<file path="src/rtl/stat_calc_pkg.sv">
// stat_calc_pkg: state encoding, select codes and width
// helpers shared by the statistics engine and its divider.
package stat_calc_pkg;

  typedef enum logic [2:0] {
    IDLE,
    COLLECT,
    DIV_AVG,
    DIV_VAR,
    SQRT,
    DONE
  } state_t;

  localparam logic [1:0] SEL_SUM   = 2'b00;
  localparam logic [1:0] SEL_AVG   = 2'b01;
  localparam logic [1:0] SEL_SUMSQ = 2'b10;
  localparam logic [1:0] SEL_STD   = 2'b11;

  function automatic int sum_w(input int dw, input int cw);
    return dw + cw;
  endfunction

  function automatic int sq_w(input int dw, input int cw);
    return 2 * dw + cw;
  endfunction

  function automatic int num_w(input int dw, input int cw);
    return 2 * dw + 2 * cw;
  endfunction

endpackage

</file>
<file path="src/rtl/seq_divider.sv">
// seq_divider: restoring unsigned divider, one quotient bit
// per cycle; done pulses WIDTH+1 cycles after start.
module seq_divider #(
  parameter int WIDTH = 32
) (
  input  logic             clk,
  input  logic             rst,
  input  logic             i_start,
  input  logic [WIDTH-1:0] i_dividend,
  input  logic [WIDTH-1:0] i_divisor,
  output logic [WIDTH-1:0] o_quotient,
  output logic             o_busy,
  output logic             o_done
);

  localparam int CW = $clog2(WIDTH + 1);

  logic [WIDTH-1:0] r_rem;
  logic [WIDTH-1:0] r_quo;
  logic [WIDTH-1:0] r_dvs;
  logic [CW-1:0]    r_cnt;
  logic             r_busy;
  logic             r_done;
  logic [WIDTH:0]   w_shift;
  logic [WIDTH:0]   w_diff;
  logic             w_ge;

  // A zero divisor always "fits", so the quotient saturates to all ones.
  always_comb begin
    w_shift = {r_rem, r_quo[WIDTH-1]};
    w_ge    = (w_shift >= {1'b0, r_dvs});
    w_diff  = w_shift - {1'b0, r_dvs};
  end

  always_ff @(posedge clk) begin
    if (rst) begin
      r_rem  <= '0;
      r_quo  <= '0;
      r_dvs  <= '0;
      r_cnt  <= '0;
      r_busy <= 1'b0;
      r_done <= 1'b0;
    end else begin
      r_done <= 1'b0;
      if (i_start) begin
        r_rem  <= '0;
        r_quo  <= i_dividend;
        r_dvs  <= i_divisor;
        r_cnt  <= CW'(WIDTH);
        r_busy <= 1'b1;
      end else if (r_busy) begin
        r_rem <= w_ge ? w_diff[WIDTH-1:0] : w_shift[WIDTH-1:0];
        r_quo <= {r_quo[WIDTH-2:0], w_ge};
        r_cnt <= r_cnt - 1'b1;
        if (r_cnt == CW'(1)) begin
          r_busy <= 1'b0;
          r_done <= 1'b1;
        end
      end
    end
  end

  assign o_quotient = r_quo;
  assign o_busy     = r_busy;
  assign o_done     = r_done;

endmodule

</file>
<file path="src/rtl/stat_calc_engine.sv">
// stat_calc_engine: collects N samples, then derives AVG and
// STD with a shared divider and an iterative square root.
module stat_calc_engine
  import stat_calc_pkg::*;
#(
  parameter int DATA_W = 8,
  parameter int CNT_W  = 8,
  parameter int OUT_W  = 8
) (
  input  logic              clk,
  input  logic              rst,
  input  logic              i_enter_btn,
  input  logic              i_show_btn,
  input  logic [1:0]        i_sel,
  input  logic [DATA_W-1:0] i_din,
  output logic [OUT_W-1:0]  o_led,
  output logic              o_busy,
  output logic              o_done,
  output logic              o_ovf
);

  localparam int SUM_W = sum_w(DATA_W, CNT_W);
  localparam int SQ_W  = sq_w(DATA_W, CNT_W);
  localparam int NUM_W = num_w(DATA_W, CNT_W);
  localparam int RT_W  = NUM_W / 2;
  localparam int SC_W  = $clog2(RT_W + 1);
  localparam int ST_W  = (SQ_W > OUT_W) ? SQ_W : OUT_W;

  state_t r_state, w_nxt;

  logic              r_enter_q, r_show_q;
  logic              w_enter_p, w_show_p;
  logic [CNT_W-1:0]  r_n, r_left, w_din_cnt;
  logic [SUM_W-1:0]  r_sum, r_avg;
  logic [SQ_W-1:0]   r_sumsq, w_sq_in;
  logic [RT_W-1:0]   r_std;
  logic [NUM_W-1:0]  r_num, r_den, w_num, w_den;
  logic              r_start, r_ovf;
  logic [OUT_W-1:0]  r_led;
  logic              w_start_run, w_take;
  logic [NUM_W-1:0]  w_dividend, w_divisor, w_quo;
  logic              w_div_busy, w_div_done;
  logic [NUM_W-1:0]  r_sq_val;
  logic [RT_W-1:0]   r_sq_rem, r_sq_root, w_sq_root;
  logic [RT_W+1:0]   w_sq_pull, w_sq_trial;
  logic              w_sq_ge;
  logic [SC_W-1:0]   r_sq_cnt;
  logic [ST_W-1:0]   w_stat;

  assign w_enter_p = i_enter_btn & ~r_enter_q;
  assign w_show_p  = i_show_btn & ~r_show_q;
  assign w_din_cnt = CNT_W'(i_din);
  assign w_sq_in   = SQ_W'(i_din) * SQ_W'(i_din);

  assign w_start_run = w_enter_p && (w_din_cnt != '0) &&
                       ((r_state == IDLE) || (r_state == DONE));
  assign w_take = w_enter_p && (r_state == COLLECT) &&
                  (r_left != '0);

  assign w_num = NUM_W'(r_n) * NUM_W'(r_sumsq) -
                 NUM_W'(r_sum) * NUM_W'(r_sum);
  assign w_den = NUM_W'(r_n) * NUM_W'(r_n);

  assign w_dividend = (r_state == DIV_VAR) ? r_num : NUM_W'(r_sum);
  assign w_divisor  = (r_state == DIV_VAR) ? r_den : NUM_W'(r_n);

  seq_divider #(.WIDTH(NUM_W)) u_div (
    .clk        (clk),
    .rst        (rst),
    .i_start    (r_start),
    .i_dividend (w_dividend),
    .i_divisor  (w_divisor),
    .o_quotient (w_quo),
    .o_busy     (w_div_busy),
    .o_done     (w_div_done)
  );

  // Digit-by-digit root: bring down two radicand bits per cycle.
  always_comb begin
    w_sq_pull  = {r_sq_rem, r_sq_val[NUM_W-1 -: 2]};
    w_sq_trial = {r_sq_root, 2'b01};
    w_sq_ge    = (w_sq_pull >= w_sq_trial);
    w_sq_root  = {r_sq_root[RT_W-2:0], w_sq_ge};
  end

  always_comb begin
    w_nxt = r_state;
    unique case (r_state)
      IDLE, DONE: if (w_start_run) w_nxt = COLLECT;
      COLLECT:
        if (w_take && (r_left == CNT_W'(1))) w_nxt = DIV_AVG;
      DIV_AVG: if (w_div_done) w_nxt = DIV_VAR;
      DIV_VAR: if (w_div_done) w_nxt = SQRT;
      SQRT: if (r_sq_cnt == SC_W'(1)) w_nxt = DONE;
      default: w_nxt = IDLE;
    endcase
  end

  // AVG and STD stay hidden until the whole run has finished.
  always_comb begin
    w_stat = '0;
    unique case (i_sel)
      SEL_SUM:   w_stat = ST_W'(r_sum);
      SEL_AVG:   w_stat = (r_state == DONE) ? ST_W'(r_avg) : '0;
      SEL_SUMSQ: w_stat = ST_W'(r_sumsq);
      SEL_STD:   w_stat = (r_state == DONE) ? ST_W'(r_std) : '0;
      default:   w_stat = '0;
    endcase
  end

  if (ST_W > OUT_W) begin : g_hi
    logic w_unused_hi;
    assign w_unused_hi = ^w_stat[ST_W-1:OUT_W];
  end

  always_ff @(posedge clk) begin
    if (rst) begin
      r_state   <= IDLE;
      r_enter_q <= 1'b0;
      r_show_q  <= 1'b0;
      r_n       <= '0;
      r_left    <= '0;
      r_sum     <= '0;
      r_sumsq   <= '0;
      r_avg     <= '0;
      r_std     <= '0;
      r_num     <= '0;
      r_den     <= '0;
      r_start   <= 1'b0;
      r_ovf     <= 1'b0;
      r_led     <= '0;
      r_sq_val  <= '0;
      r_sq_rem  <= '0;
      r_sq_root <= '0;
      r_sq_cnt  <= '0;
    end else begin
      r_state   <= w_nxt;
      r_enter_q <= i_enter_btn;
      r_show_q  <= i_show_btn;
      r_start   <= ((w_nxt == DIV_AVG) && (r_state != DIV_AVG)) ||
                   ((w_nxt == DIV_VAR) && (r_state != DIV_VAR));
      if (w_show_p) r_led <= w_stat[OUT_W-1:0];
      if (w_start_run) begin
        r_n     <= w_din_cnt;
        r_left  <= w_din_cnt;
        r_sum   <= '0;
        r_sumsq <= '0;
        r_avg   <= '0;
        r_std   <= '0;
        r_ovf   <= 1'b0;
      end
      if (w_take) begin
        r_sum   <= r_sum + SUM_W'(i_din);
        r_sumsq <= r_sumsq + w_sq_in;
        r_left  <= r_left - 1'b1;
      end
      if (w_enter_p && (r_state == COLLECT) && (r_left == '0))
        r_ovf <= 1'b1;
      if ((r_state == DIV_AVG) && w_div_done) begin
        r_avg <= SUM_W'(w_quo);
        r_num <= w_num;
        r_den <= w_den;
      end
      if ((r_state == DIV_VAR) && w_div_done) begin
        r_sq_val  <= w_quo;
        r_sq_rem  <= '0;
        r_sq_root <= '0;
        r_sq_cnt  <= SC_W'(RT_W);
      end
      if (r_state == SQRT) begin
        r_sq_val  <= {r_sq_val[NUM_W-3:0], 2'b00};
        r_sq_rem  <= RT_W'(w_sq_ge ? w_sq_pull - w_sq_trial
                                   : w_sq_pull);
        r_sq_root <= w_sq_root;
        r_sq_cnt  <= r_sq_cnt - 1'b1;
        if (r_sq_cnt == SC_W'(1)) r_std <= w_sq_root;
      end
    end
  end

  assign o_led  = r_led;
  assign o_busy = (r_state == DIV_AVG) || (r_state == DIV_VAR) ||
                  (r_state == SQRT) || w_div_busy;
  assign o_done = (r_state == DONE);
  assign o_ovf  = r_ovf;

endmodule

</file>
<file path="config.mk">
export PLATFORM = sky130hd
export DESIGN_NAME = stat_calc_engine
export DESIGN_NICKNAME = d
export VERILOG_FILES = /design/src/rtl/stat_calc_pkg.sv /design/src/rtl/seq_divider.sv /design/src/rtl/stat_calc_engine.sv
export SDC_FILE = /design/constraint.sdc
export NUM_CORES = 2
export LEC_CHECK = 0
export ABC_AREA = 1
export BUFFER_PORTS_ARGS = -buffer_cell sky130_fd_sc_hd__buf_2
export CAP_MARGIN = 20
export CORE_MARGIN = 10
export CORE_UTILIZATION = 30
export CTS_CLUSTER_DIAMETER = 40
export DETAILED_ROUTE_END_ITERATION = 10
export SYNTH_ARGS = -nofsm -noshare
export SYNTH_HDL_FRONTEND = slang
export SYNTH_SLANG_ARGS = --single-unit
</file>
<file path="constraint.sdc">
create_clock -name clk -period 7.98 [get_ports clk]
set_input_delay 1.197 -clock clk [delete_from_list [all_inputs] [get_ports clk]]
set_output_delay 1.197 -clock clk [all_outputs]
set_load 0.02 [all_outputs]
</file>
==> impl_metrics.toml <==
[run_status]
outcome = "complete, no violations"

[final_layout]
area_delta_synth_final_pct = 10.21
drive_above_1_share = 0.04926
num_antenna_cells = 0
nNetsFinal = 5245

[setup_path]
required_ns = 8.47
path_max_fanout = 18
crit_type = "flip-flop to flip-flop"
cp.arrival_ns = 7.42
start_kind = "flip-flop"
endpoint_kind = "flip-flop"

[clock_tree]
h-tree-depth = 2
cts_root_buf = "clkbuf_16"
cts_tree = "built"
post_cts_resize_count = 0
clk_pin_slew_ns = 0.06
clkLatencyLatePin_ns = 0.62
hold_buffers = 0
post-cts-setup-buffer-count = 0
cts_buffers = 54
cts_max_path_buffers = 3
cts_sinks = 291

[pwr]
p_leak_nw = 19.06
vdd_ir_drop_max_uv = 191.7
combPwrFrac = 0.360
power.density_mw_per_mm2 = 167.4
p_int_mw = 3.729
power.share.clock = 0.392
switching_power_mw = 2.447
p_seq_frac = 0.248
switching_share = 0.3962
p_total_mw = 6.175

[yosys]
synth_edf_count = 0
synth_area_sq_mm = 0.03347
yosys_warnings = 0
ys_top_cells_by_area = "fa_1 25%, dfxtp_1 17%, inv_1 12%, nand2_1 12%, ha_1 9.8%"
postSynthCellCount = 4627
ys_types = 48
synth_seq_area_share = 0.1741
synth_top_cell_by_area = "fa_1"
synthArstFlopShare = 0
synth_fp_nets = 5329
synth_area_per_cell_sq_um = 7.234
ys_ff_latch = 291
synth.top_cell.area_share = 0.2542
yosys_most_used_dff = "dfxtp_1"

[global_routing]
grt_util_all_layers = 0.1456
grt_pass1_wl_mm = 151.4
grt_pass1_vias = 28280
grt_max_degree = 73
grt_remaining_overflow = 0
antenna_found_initial = 0

[die]
die_w_um = 354.0
rows = 122
core_area_sq_mm = 0.1107
die_area_sq_mm = 0.1253
io_pins = 25
start_util = 0.3024
die_h_um = 354.0

[sta]
max_slew_margin = 0.3209
fmax_mhz = 144.3
fin_setup_tns_ns = 0
worst_clock_skew_ns = 0.03454
maxSlewViolCount = 0
rsz0062_at_grt = "false"
setup_viol = 0
post-route-period-util = 0.8685
min_period_ns = 6.931
hold_violations = 0
tightest_slew_ns = 1.015

[route]
via_per_inst = 4.624
vias = 28090
antenna_left = 0
wl_per_cell_um = 15.00
drt-total-wl_mm = 91.15
drtIter0Drc = 1854
dr.pass1.iters = 6
drc = 0

[placement]
place.gp.congestion = 0.9085
place.port_buffers = 24
dp_hpwl_mm = 70.81

[run]
drv_cap = 0

[hold_path]
hold_class = "flip-flop to flip-flop"
==> routing by layer <==
layer  GRT usage  wire length [um]  vias to the layer above
met5           0                 0                        -
met4     0.03877              2196                        0
met3     0.01903              4353                      122
met2      0.2493             43800                      630
met1      0.1913             40800                    13480
li1            -                 -                    13870
==> synthesized netlist by cell type, types with 26 or more instances <==
| cell | count |
|---|---|
| a21oi_1 | 316 |
| a221oi_1 | 38 |
| buf_2 | 30 |
| clkbuf_1 | 152 |
| dfxtp_1 | 291 |
| fa_1 | 425 |
| ha_1 | 263 |
| inv_1 | 1080 |
| nand2_1 | 1068 |
| nand3_1 | 181 |
| nand3b_1 | 26 |
| nand4_1 | 28 |
| nor2_1 | 283 |
| nor3_1 | 35 |
| o21ai_0 | 169 |
| xor2_1 | 44 |
==> cells in the final DEF (no fill, tap or decap), types with 8 or more instances in the layout <==
cell type / count
nor3_1: 35
nand2_1: 1068
nor2_1: 282
buf_4: 38
a22oi_1: 16
o21ai_0: 169
o32ai_1: 8
o21bai_1: 13
ha_1: 263
o22ai_1: 8
dfxtp_1: 290
nand4_1: 28
xnor2_1: 24
fa_1: 425
a21oi_2: 10
buf_2: 23
inv_6: 9
inv_2: 13
clkbuf_16: 55
xor2_1: 44
clkinvlp_4: 10
nand2_2: 15
a221oi_1: 38
nand3b_1: 26
or2_2: 10
nand3_1: 181
a21oi_1: 316
clkinv_4: 8
inv_1: 1079
a211oi_1: 11
==> registers in the layout (all words and copies together) (netlist names), 3 cells and up <==
name and cells:
r_sum 16, r_std 8, r_sq_rem 16, u_div.r_cnt 6
r_num 32, r_left 8, r_sumsq 24, r_avg 8
r_den 15, u_div.o_quotient 32, o_led 8, u_div.r_dvs 16
r_sq_root 16, r_state 3, r_sq_cnt 5, u_div.r_rem 32
r_sq_val 32, r_n 8
==> worst max-delay path, cell delays in order, from the launching register on <==
cell	delay, ns
dfxtp_1	0.82
buf_4	0.38
nand2_1	0.09
inv_1	0.09
fa_1	0.44
fa_1	0.54
fa_1	0.55
inv_1	0.06
fa_1	0.51
inv_1	0.06
fa_1	0.49
fa_1	0.49
inv_1	0.05
fa_1	0.56
inv_1	0.05
ha_1	0.32
nand2_1	0.12
nor2_1	0.15
inv_1	0.10
nor3_1	0.34
nand3_1	0.23
nand4_1	0.15
nand3_1	0.08
nand2_1	0.09
inv_1	0.03
==> cell families (layout without fill, tap and decap cells) <==
kind of cell             count (synthesis)  after routing  share of synthesized area
flip-flops                             291            291                     0.1741
multiplexers                             1              1                  0.0003364
AO/OA/AOI/OAI                          616            616                     0.1033
buffers and inverters                 1300           1261                     0.1485
XOR/XNOR                                68             68                    0.01779
AND/OR/NAND/NOR                       1663           1663                     0.2035
adder cells (fa/ha/maj)                688            688                     0.3525
==> final timing paths <==
path,start,endpoint,slack [ns],depth (start not counted)
max,r_n[2],r_num[27],1.05,24
min,u_div.r_dvs[0],u_div.r_dvs[0],0.46,2
max reg2reg,r_n[2],r_num[27],1.05,24
min reg2reg,u_div.r_dvs[0],u_div.r_dvs[0],0.46,2
==> per-stage QoR <==
stage | std cells | hold slack [ns] | setup slack, ns | utilization | cell area [sq um]
6_report | 6076 | 0.4634 | 1.049 | 0.3333 | 36890
5_1_grt | 6076 | 0.4791 | 0.6899 | 0.3333 | 36890
4_1_cts | 6073 | 0.4615 | 1.099 | 0.3327 | 36820
3_5_place_dp | 5972 | 0.4533 | 1.141 | 0.3154 | 34900
3_3_place_gp | 5972 | 0.4508 | 1.130 | 0.3154 | 34900
2_1_floorplan | 4627 | 0.4347 | 1.980 | - | 33470
==> power by group through the flow <==
stage,combinational (mW),clock [mW],sequential [mW]
after floorplan,1.67,0,1.52
after global placement,2.17,0,1.56
after detailed placement,2.18,0,1.56
after CTS,2.19,2.47,1.53
after global routing,2.55,2.53,1.53
final,2.22,2.42,1.53
==> cell type report <==
class                      instances  area (sq um)
fill                           11740         73780
multi-input combinational       3036         22690
clock inverter                    41         509.2
inverter                        1095          4113
clock buffer                      60          1415
sequential                       291          5827
timing repair buffer              65         474.2
tap                             1488          1862
No activity file was read; power rests on OpenSTA's default activity.
